==> src/rtl/mem_arb_pkg.sv <==
// mem_arb_pkg: shared state and owner encodings for the memory port arbiter
package mem_arb_pkg;
  typedef enum logic [1:0] {ST_IDLE = 2'd0, ST_ACCESS = 2'd1, ST_RESP = 2'd2} state_t;
  typedef enum logic {OWN_IF = 1'b0, OWN_DM = 1'b1} owner_t;
endpackage

==> src/rtl/mem_arb_priority.sv <==
// mem_arb_priority: data-first grant select with a starvation override for fetch
module mem_arb_priority
  import mem_arb_pkg::*;
#(
  parameter int STARVE_LIMIT = 4
) (
  input  logic clk,
  input  logic reset,
  input  logic if_req,
  input  logic dm_req,
  input  logic arb_en,
  output logic grant_owner
);
  localparam int CW = $clog2(STARVE_LIMIT + 1);
  logic [CW-1:0] starve;
  logic starved;
  assign starved = starve == CW'(STARVE_LIMIT);
  assign grant_owner = (dm_req && !(if_req && starved)) ? OWN_DM : OWN_IF;
  // a DM grant with if_req pending never happens once starved, so the count saturates on its own
  always_ff @(posedge clk)
    if (reset) starve <= '0;
    else if (arb_en && (if_req || dm_req))
      starve <= (grant_owner == OWN_IF || !if_req) ? '0 : starve + CW'(1);
endmodule

==> src/rtl/mem_port_arbiter.sv <==
// mem_port_arbiter: serialises fetch and data accesses onto one fixed-latency single-port memory
module mem_port_arbiter
  import mem_arb_pkg::*;
#(
  parameter int ADDR_W       = 32,
  parameter int DATA_W       = 32,
  parameter int MEM_LATENCY  = 2,
  parameter int STARVE_LIMIT = 4
) (
  input  logic              clk,
  input  logic              reset,
  input  logic              if_req,
  input  logic [ADDR_W-1:0] if_addr,
  output logic [DATA_W-1:0] if_rdata,
  output logic              if_ready,
  input  logic              dm_req,
  input  logic              dm_we,
  input  logic [ADDR_W-1:0] dm_addr,
  input  logic [DATA_W-1:0] dm_wdata,
  output logic [DATA_W-1:0] dm_rdata,
  output logic              dm_ready,
  output logic              stall_if,
  output logic              stall_mem,
  output logic              mem_en,
  output logic              mem_we,
  output logic [ADDR_W-1:0] mem_addr,
  output logic [DATA_W-1:0] mem_wdata,
  input  logic [DATA_W-1:0] mem_rdata,
  output logic              busy
);
  localparam int LW = MEM_LATENCY > 1 ? $clog2(MEM_LATENCY) : 1;
  state_t state, state_n;
  logic owner, grant_owner, go, done;
  logic [LW-1:0] cnt;
  assign go        = state == ST_IDLE && (if_req || dm_req);
  assign done      = state == ST_ACCESS && cnt == '0;
  assign busy      = state != ST_IDLE;
  assign stall_if  = if_req && !if_ready;
  assign stall_mem = dm_req && !dm_ready;
  mem_arb_priority #(.STARVE_LIMIT(STARVE_LIMIT)) u_prio (
    .clk(clk),
    .reset(reset),
    .if_req(if_req),
    .dm_req(dm_req),
    .arb_en(state == ST_IDLE),
    .grant_owner(grant_owner)
  );
  // RESP always returns to IDLE so a completed request is never re-granted
  always_comb
    state_n = state == ST_IDLE   ? (go ? ST_ACCESS : ST_IDLE) :
              state == ST_ACCESS ? (done ? ST_RESP : ST_ACCESS) : ST_IDLE;
  always_ff @(posedge clk) state <= reset ? ST_IDLE : state_n;
  always_ff @(posedge clk)
    if (reset) begin
      mem_en    <= 1'b0;
      mem_we    <= 1'b0;
      mem_addr  <= '0;
      mem_wdata <= '0;
      if_ready  <= 1'b0;
      dm_ready  <= 1'b0;
      if_rdata  <= '0;
      dm_rdata  <= '0;
      cnt       <= '0;
      owner     <= OWN_IF;
    end else begin
      mem_en   <= go;
      if_ready <= done && owner == OWN_IF;
      dm_ready <= done && owner == OWN_DM;
      if (go) begin
        owner     <= grant_owner;
        mem_we    <= grant_owner == OWN_DM && dm_we;
        mem_addr  <= grant_owner == OWN_DM ? dm_addr : if_addr;
        mem_wdata <= dm_wdata;
        cnt       <= LW'(MEM_LATENCY - 1);
      end else if (cnt != '0) cnt <= cnt - LW'(1);
      if (done && owner == OWN_IF) if_rdata <= mem_rdata;
      if (done && owner == OWN_DM && !mem_we) dm_rdata <= mem_rdata;
    end
endmodule

==> config.mk <==
export PLATFORM = sky130hd
export DESIGN_NAME = mem_port_arbiter
export DESIGN_NICKNAME = d
export VERILOG_FILES = /design/src/rtl/mem_arb_pkg.sv /design/src/rtl/mem_arb_priority.sv /design/src/rtl/mem_port_arbiter.sv
export SDC_FILE = /design/constraint.sdc
export NUM_CORES = 1
export LEC_CHECK = 0
export ABC_CLOCK_PERIOD_IN_PS = 2200
export CAP_MARGIN = 20
export CORE_MARGIN = 2
export CORE_UTILIZATION = 35
export CTS_CLUSTER_DIAMETER = 80
export CTS_CLUSTER_SIZE = 40
export DETAILED_ROUTE_END_ITERATION = 6
export GPL_TIMING_DRIVEN = 0
export PLACE_DENSITY = 0.75
export SLEW_MARGIN = 0
export SYNTH_ARGS = -nofsm -noshare
export SYNTH_HDL_FRONTEND = slang
export SYNTH_HIERARCHICAL = 1
export SYNTH_SLANG_ARGS = --single-unit
==> constraint.sdc <==
create_clock -name clk -period 2.2 [get_ports clk]
set_input_delay 0.44 -clock clk [delete_from_list [all_inputs] [get_ports clk]]
set_output_delay 0.44 -clock clk [all_outputs]
set_load 0.005 [all_outputs]
==> results_dict.tcl, run 1 <==
set metrics [dict create \
    vias 5519 \
    synth.distinct_cells 35 \
    cts_tree "done" \
    setup_viol 0 \
    cts.sinks 138 \
    synth_top_area_frac 0.485 \
    drtIter0Drc 177 \
    p_per_area_nw_per_um2 767 \
    hpwlAfterDp_um 13700 \
    design_area_sq_um 9250 \
    setup_ws_ps 103 \
    multi_input_area_sq_um 2590 \
    crit_path_max_fanout 19 \
    ys_ff_latch 138 \
    ys_warn_count 6 \
    place.gp.congestion 0.805 \
    clk_pin_slew_ps 60 \
    postSynthAreaPerCell_sq_um 9.19 \
    total_power_mw 7.09 \
    drc_errors 0 \
    rsz0062_at_grt "no" \
    worstSetupStartpoint "state[1]$_SDFF_PP0_" \
    r2r_start "u_prio/starve[0]$_SDFFE_PP0P_" \
    yosys.area.top_type "dfxtp_1" \
    via_per_inst 4.88 \
    hp-class "register to register" \
    placed_area_sq_um 8630 \
    place_inst 1102 \
    io_buffers 267 \
    synth_fp_nets 754 \
    core_sq_um 15900 \
    die_y_um 132 \
    gr-total-overflow 0 \
    start_kind "register" \
    cts-htree-levels 4 \
    ant_nets 0 \
    synth-seq-area-share 0.485 \
    finalWirelength_um 18400 \
    arrival_ps 1660 \
    critPathCapture "busy" \
    status "complete, no violations" \
    initial_core_util 0.358 \
    grt_pass1_wl_um 29000 \
    setup_tns_ps 0 \
    synthTopCellsByArea "dfxtp_1, mux2i_1, a21oi_1, nand2b_1, nand2_1" \
    fmax_mhz 477 \
    r2r_slack_ps 200 \
    antenna_cells 0 \
    final_util 0.582 \
    cap_violations 0 \
    fin_cells 1132 \
    fp.dieW_um 132 \
    die_area_sq_um 17300 \
    worstRegToRegCells 7 \
    regArea_sq_um 2760 \
    grt_antenna_before_repair 0 \
    grt_max_degree 20 \
    n_fill_cell 1460 \
    drive_gt1_frac 0.0775 \
    finalCriticalPeriod_ps 2100 \
    grt_use_total 0.211 \
    whs_ps 456 \
    fin_nets 1038 \
    holdPathStages 2 \
    postSynthCellCount 619 \
    vdd_drop_max_mv 0.562 \
    crit-reg2reg-capture "mem_addr[10]$_SDFFE_PP0P_" \
    p_leak_nw 3.39 \
    core.rowCount 46 \
    clk_latency_ps 410 \
    finalCritPeriodShare 0.953 \
    worstSetupPathType "register to output pin" \
    root_buffer "clkbuf_16" \
    dp_slack_ps -642 \
    ioPinCount 268 \
    cp-end-kind "output pin" \
    synthToLayoutAreaGrowth_pct 62.5 \
    tightest_slew_ps 607 \
    clockBufferDepth 2 \
    fin_skew_ps 7.87 \
    wl_per_cell_um 16.3 \
    finalMaxSlewViolations 0 \
    syn_area_sq_um 5690 \
    grt_pass1_vias 5375 \
    max_slew_margin 0.594 \
    cts_made_buffers 17 \
    drtPass1Iterations 4 \
    required_ps 1760 \
    hold_viol 0 \
]
cells in the mapped netlist, drive strengths merged:
cell / instances
dfxtp: 138
a21oi: 99
nand2: 66
mux2i: 65
nand2b: 65
o21ai: 35
nand3: 33
a211oi: 32
buf: 30
clkbuf: 27
inv: 4
nor3: 4
nor2: 3
a31oi: 2
ha: 2
nor2b: 2
nor4b: 2
or2: 2
and2: 1
nand3b: 1
nand4: 1
nor4: 1
o211ai: 1
or4b: 1
xnor2: 1
xor2: 1
logic make-up (layout without fill, tap and decap cells):
group | Yosys count | count (layout) | synth area share
AO/OA/AOI/OAI | 169 | 169 | 0.164
AND/OR/NAND/NOR | 182 | 182 | 0.171
flip-flops | 138 | 138 | 0.485
adder cells (fa/ha/maj) | 2 | 2 | 0.00440
buffers and inverters | 61 | 358 | 0.0585
XOR/XNOR | 2 | 2 | 0.00308
multiplexers | 65 | 65 | 0.114
flip-flops by register name, indices dropped and copies added, names as in the netlist, 2 cells and up:
register and flops:
dm_rdata 32, if_rdata 32, mem_addr 32, mem_wdata 32
u_prio/starve 3, state 2
where the power goes:
part           total, mW  leakage, nW  switching [mW]  internal (mW)
Clock               2.93        0.291            1.09           1.85
Combinational       1.36         1.97           0.583          0.775
Sequential          2.79         1.13           0.105           2.69
Total               7.09         3.39            1.78           5.31
worst min-delay path by stage:
stage,start,to,slack [ps]
2_1_floorplan,if_rdata[0]$_SDFFE_PP0P_,if_rdata[0]$_SDFFE_PP0P_,450
3_3_place_gp,if_rdata[13]$_SDFFE_PP0P_,if_rdata[13]$_SDFFE_PP0P_,440
3_5_place_dp,if_rdata[17]$_SDFFE_PP0P_,if_rdata[17]$_SDFFE_PP0P_,450
4_1_cts,if_rdata[17]$_SDFFE_PP0P_,if_rdata[17]$_SDFFE_PP0P_,460
5_1_grt,if_rdata[10]$_SDFFE_PP0P_,if_rdata[10]$_SDFFE_PP0P_,470
6_report,if_rdata[10]$_SDFFE_PP0P_,if_rdata[10]$_SDFFE_PP0P_,460
final cells by class:
type / instances / area share
clock inverters: 10 / 0.0153
repair buffers: 267 / 0.290
well taps: 216 / 0.0292
plain buffers: 55 / 0.0344
clock buffers: 22 / 0.0502
flip-flops and latches: 138 / 0.299
inverters: 4 / 0.00162
multi-input cells: 420 / 0.281
what timing repair did:
action                     in CTS  in global routing
setup buffers                   0                  0
setup endpoints to repair      42                  3
hold buffers                    0                  0
gates resized for setup         4                  3
pin swaps                       0                  0
worst max-delay path, cell delays in order (launching register included):
cell             delay [ps]
dfxtp_1                 390
or2_1                   150
buf_6                   180
clkdlybuf4s50_1         520
placed cells by master (no fill, tap or decap), types with 5 or more instances in the layout:
cell type	n
o21ai_1	5
nand2_1	66
clkbuf_16	17
clkbuf_1	25
nand2b_1	64
buf_6	10
dfxtp_1	137
a21oi_1	99
o21ai_0	30
nand3_1	33
mux2i_1	65
clkdlybuf4s50_1	265
buf_2	17
a211oi_1	32
routing by layer:
| metal | GRT usage | up-vias | wire [um] |
|---|---|---|---|
| li1 | - | 2715 | - |
| met1 | 0.258 | 2554 | 7880 |
| met3 | 0.0760 | 21 | 1530 |
| met5 | 0 | - | 0 |
| met2 | 0.346 | 229 | 8710 |
| met4 | 0.0694 | 0 | 302 |
Note: power is estimated with default switching activity, not from simulation.
==> inputs of run 2 (changes only) <==
- MAX_ROUTING_LAYER: not set -> met4
- SETUP_SLACK_MARGIN: not set -> 0.3
==> results_dict.tcl, run 2 (synthesized netlist as in run 1, its figures left out) <==
set metrics [dict create \
    synthToLayoutAreaGrowth_pct 64.1 \
    hpwlAfterDp_um 13700 \
    initial_core_util 0.358 \
    max_slew_margin 0.606 \
    status "complete, no violations" \
    swShare 0.250 \
    cts-htree-levels 4 \
    start_kind "register" \
    fp.dieW_um 132 \
    p_switching_mw 1.78 \
    fin_nets 1046 \
    hp-class "register to register" \
    crit-reg2reg-capture "u_prio/starve[2]$_SDFFE_PP0P_" \
    p_int_mw 5.34 \
    setup_tns_ps 0 \
    p_per_area_nw_per_um2 762 \
    grt_pass1_vias 5385 \
    ant_nets 0 \
    total_power_mw 7.11 \
    drc_errors 0 \
    dp_slack_ps -642 \
    place_inst 1102 \
    r2r_start "state[0]$_SDFF_PP0_" \
    io_buffers 267 \
    setup_ws_ps 310 \
    required_ps 1760 \
    layout_commonest_cell "clkdlybuf4s50_1" \
    antenna_cells 0 \
    regArea_sq_um 2770 \
    root_buffer "clkbuf_16" \
    ioPinCount 268 \
    grt_max_degree 17 \
    via_per_inst 4.86 \
    max_stage_delay_ps 350 \
    grt_pass1_wl_um 29000 \
    gr-total-overflow 0 \
    placed_area_sq_um 8630 \
    fin_skew_ps 7.41 \
    hold_viol 0 \
    worstSetupPathType "register to output pin" \
    arrival_ps 1450 \
    grt_use_total 0.218 \
    cts_tree "done" \
    final_cell_mix "clkdlybuf4s50_1, dfxtp_1, a21oi_1" \
    fmax_mhz 529 \
    fin_cells 1140 \
    cts_made_buffers 17 \
    core_sq_um 15900 \
    core.rowCount 46 \
    rsz0062_at_grt "yes" \
    place.gp.congestion 0.816 \
    design_area_sq_um 9340 \
    wl_per_cell_um 16.3 \
    crit_path_max_fanout 10 \
    tightest_slew_ps 589 \
    cap_violations 0 \
    multi_input_area_sq_um 2600 \
    grt_antenna_before_repair 0 \
    clk_latency_ps 410 \
    drtPass1Iterations 4 \
    vdd_drop_max_mv 0.556 \
    finalMaxSlewViolations 0 \
    finalCritPeriodShare 0.859 \
    comb_power_share 0.196 \
    p_leak_nw 3.45 \
    worstSetupStartpoint "state[0]$_SDFF_PP0_" \
    cp-end-kind "output pin" \
    final_util 0.588 \
    vias 5535 \
    drive_gt1_frac 0.0974 \
    worstRegToRegCells 7 \
    die_area_sq_um 17300 \
    clockBufferDepth 2 \
    p_seq_frac 0.393 \
    crit_path_cell_trace "or2_1, buf_6, buf_8, clkdlybuf4s15_1" \
    die_y_um 132 \
    drtIter0Drc 190 \
    critPathCapture "busy" \
    clk_pin_slew_ps 60 \
    whs_ps 454 \
    n_fill_cell 1449 \
    clock_power_share 0.411 \
    cts.sinks 138 \
    r2r_slack_ps 410 \
    finalCriticalPeriod_ps 1890 \
    cpMaxStageDelayCell "dfxtp_4" \
    setup_viol 0 \
    finalWirelength_um 18600 \
]
[run 2: cell count changes in the layout (fill, tap and decap cells not counted), moves of 2 or more]
cell,before,now
dfxtp_1,137,135
clkbuf_4,0,2
buf_2,17,13
clkbuf_1,25,19
buf_6,10,12
clkdlybuf4s50_1,265,263
clkbuf_2,3,10
buf_4,3,11
[run 2: cell type report]
class / instances / area share
clock buffers: 22 / 0.0497
well taps: 216 / 0.0289
multi-input cells: 420 / 0.279
inverters: 4 / 0.00161
flip-flops and latches: 138 / 0.296
clock inverters: 10 / 0.0151
repair buffers: 273 / 0.290
plain buffers: 57 / 0.0394
[run 2: worst max-delay path, delay by kind of cell (launching register included)]
kind / cells / cell delay, ps
buffers and inverters: 3 / 460
flip-flops: 1 / 350
AND/OR/NAND/NOR: 1 / 240
[run 2: power by group through the flow]
stage          clock network (mW)  logic [mW]  registers, mW
3_3_place_gp                    0        1.36           2.84
6_report                     2.92        1.40           2.79
2_1_floorplan                   0       0.559           2.85
5_1_grt                      3.09        1.52           2.81
4_1_cts                      2.98        1.39           2.79
3_5_place_dp                    0        1.37           2.84
[run 2: worst min-delay path by stage]
stage | start | to | slack [ps] | cells after the start
final | if_rdata[10]$_SDFFE_PP0P_ | if_rdata[10]$_SDFFE_PP0P_ | 450 | 2
after global routing | if_rdata[10]$_SDFFE_PP0P_ | if_rdata[10]$_SDFFE_PP0P_ | 470 | 2
after CTS | if_rdata[17]$_SDFFE_PP0P_ | if_rdata[17]$_SDFFE_PP0P_ | 460 | 2
after detailed placement | if_rdata[17]$_SDFFE_PP0P_ | if_rdata[17]$_SDFFE_PP0P_ | 450 | 2
after global placement | if_rdata[13]$_SDFFE_PP0P_ | if_rdata[13]$_SDFFE_PP0P_ | 440 | 2
after floorplan | if_rdata[0]$_SDFFE_PP0P_ | if_rdata[0]$_SDFFE_PP0P_ | 450 | 2
[run 2: metal layers]
| metal | vias to the layer above | GRT usage | part of all wire |
|---|---|---|---|
| met5 | - | - | 0 |
| met4 | 0 | 0.0694 | 0.017 |
| met3 | 21 | 0.0617 | 0.062 |
| met2 | 216 | 0.348 | 0.48 |
| met1 | 2565 | 0.268 | 0.44 |
| li1 | 2733 | - | - |
[run 2: what timing repair did]
action,in CTS,in global routing
setup endpoints to repair,102,100
gates resized for setup,27,11
hold buffers,0,0
setup buffers,0,6
pin swaps,0,1
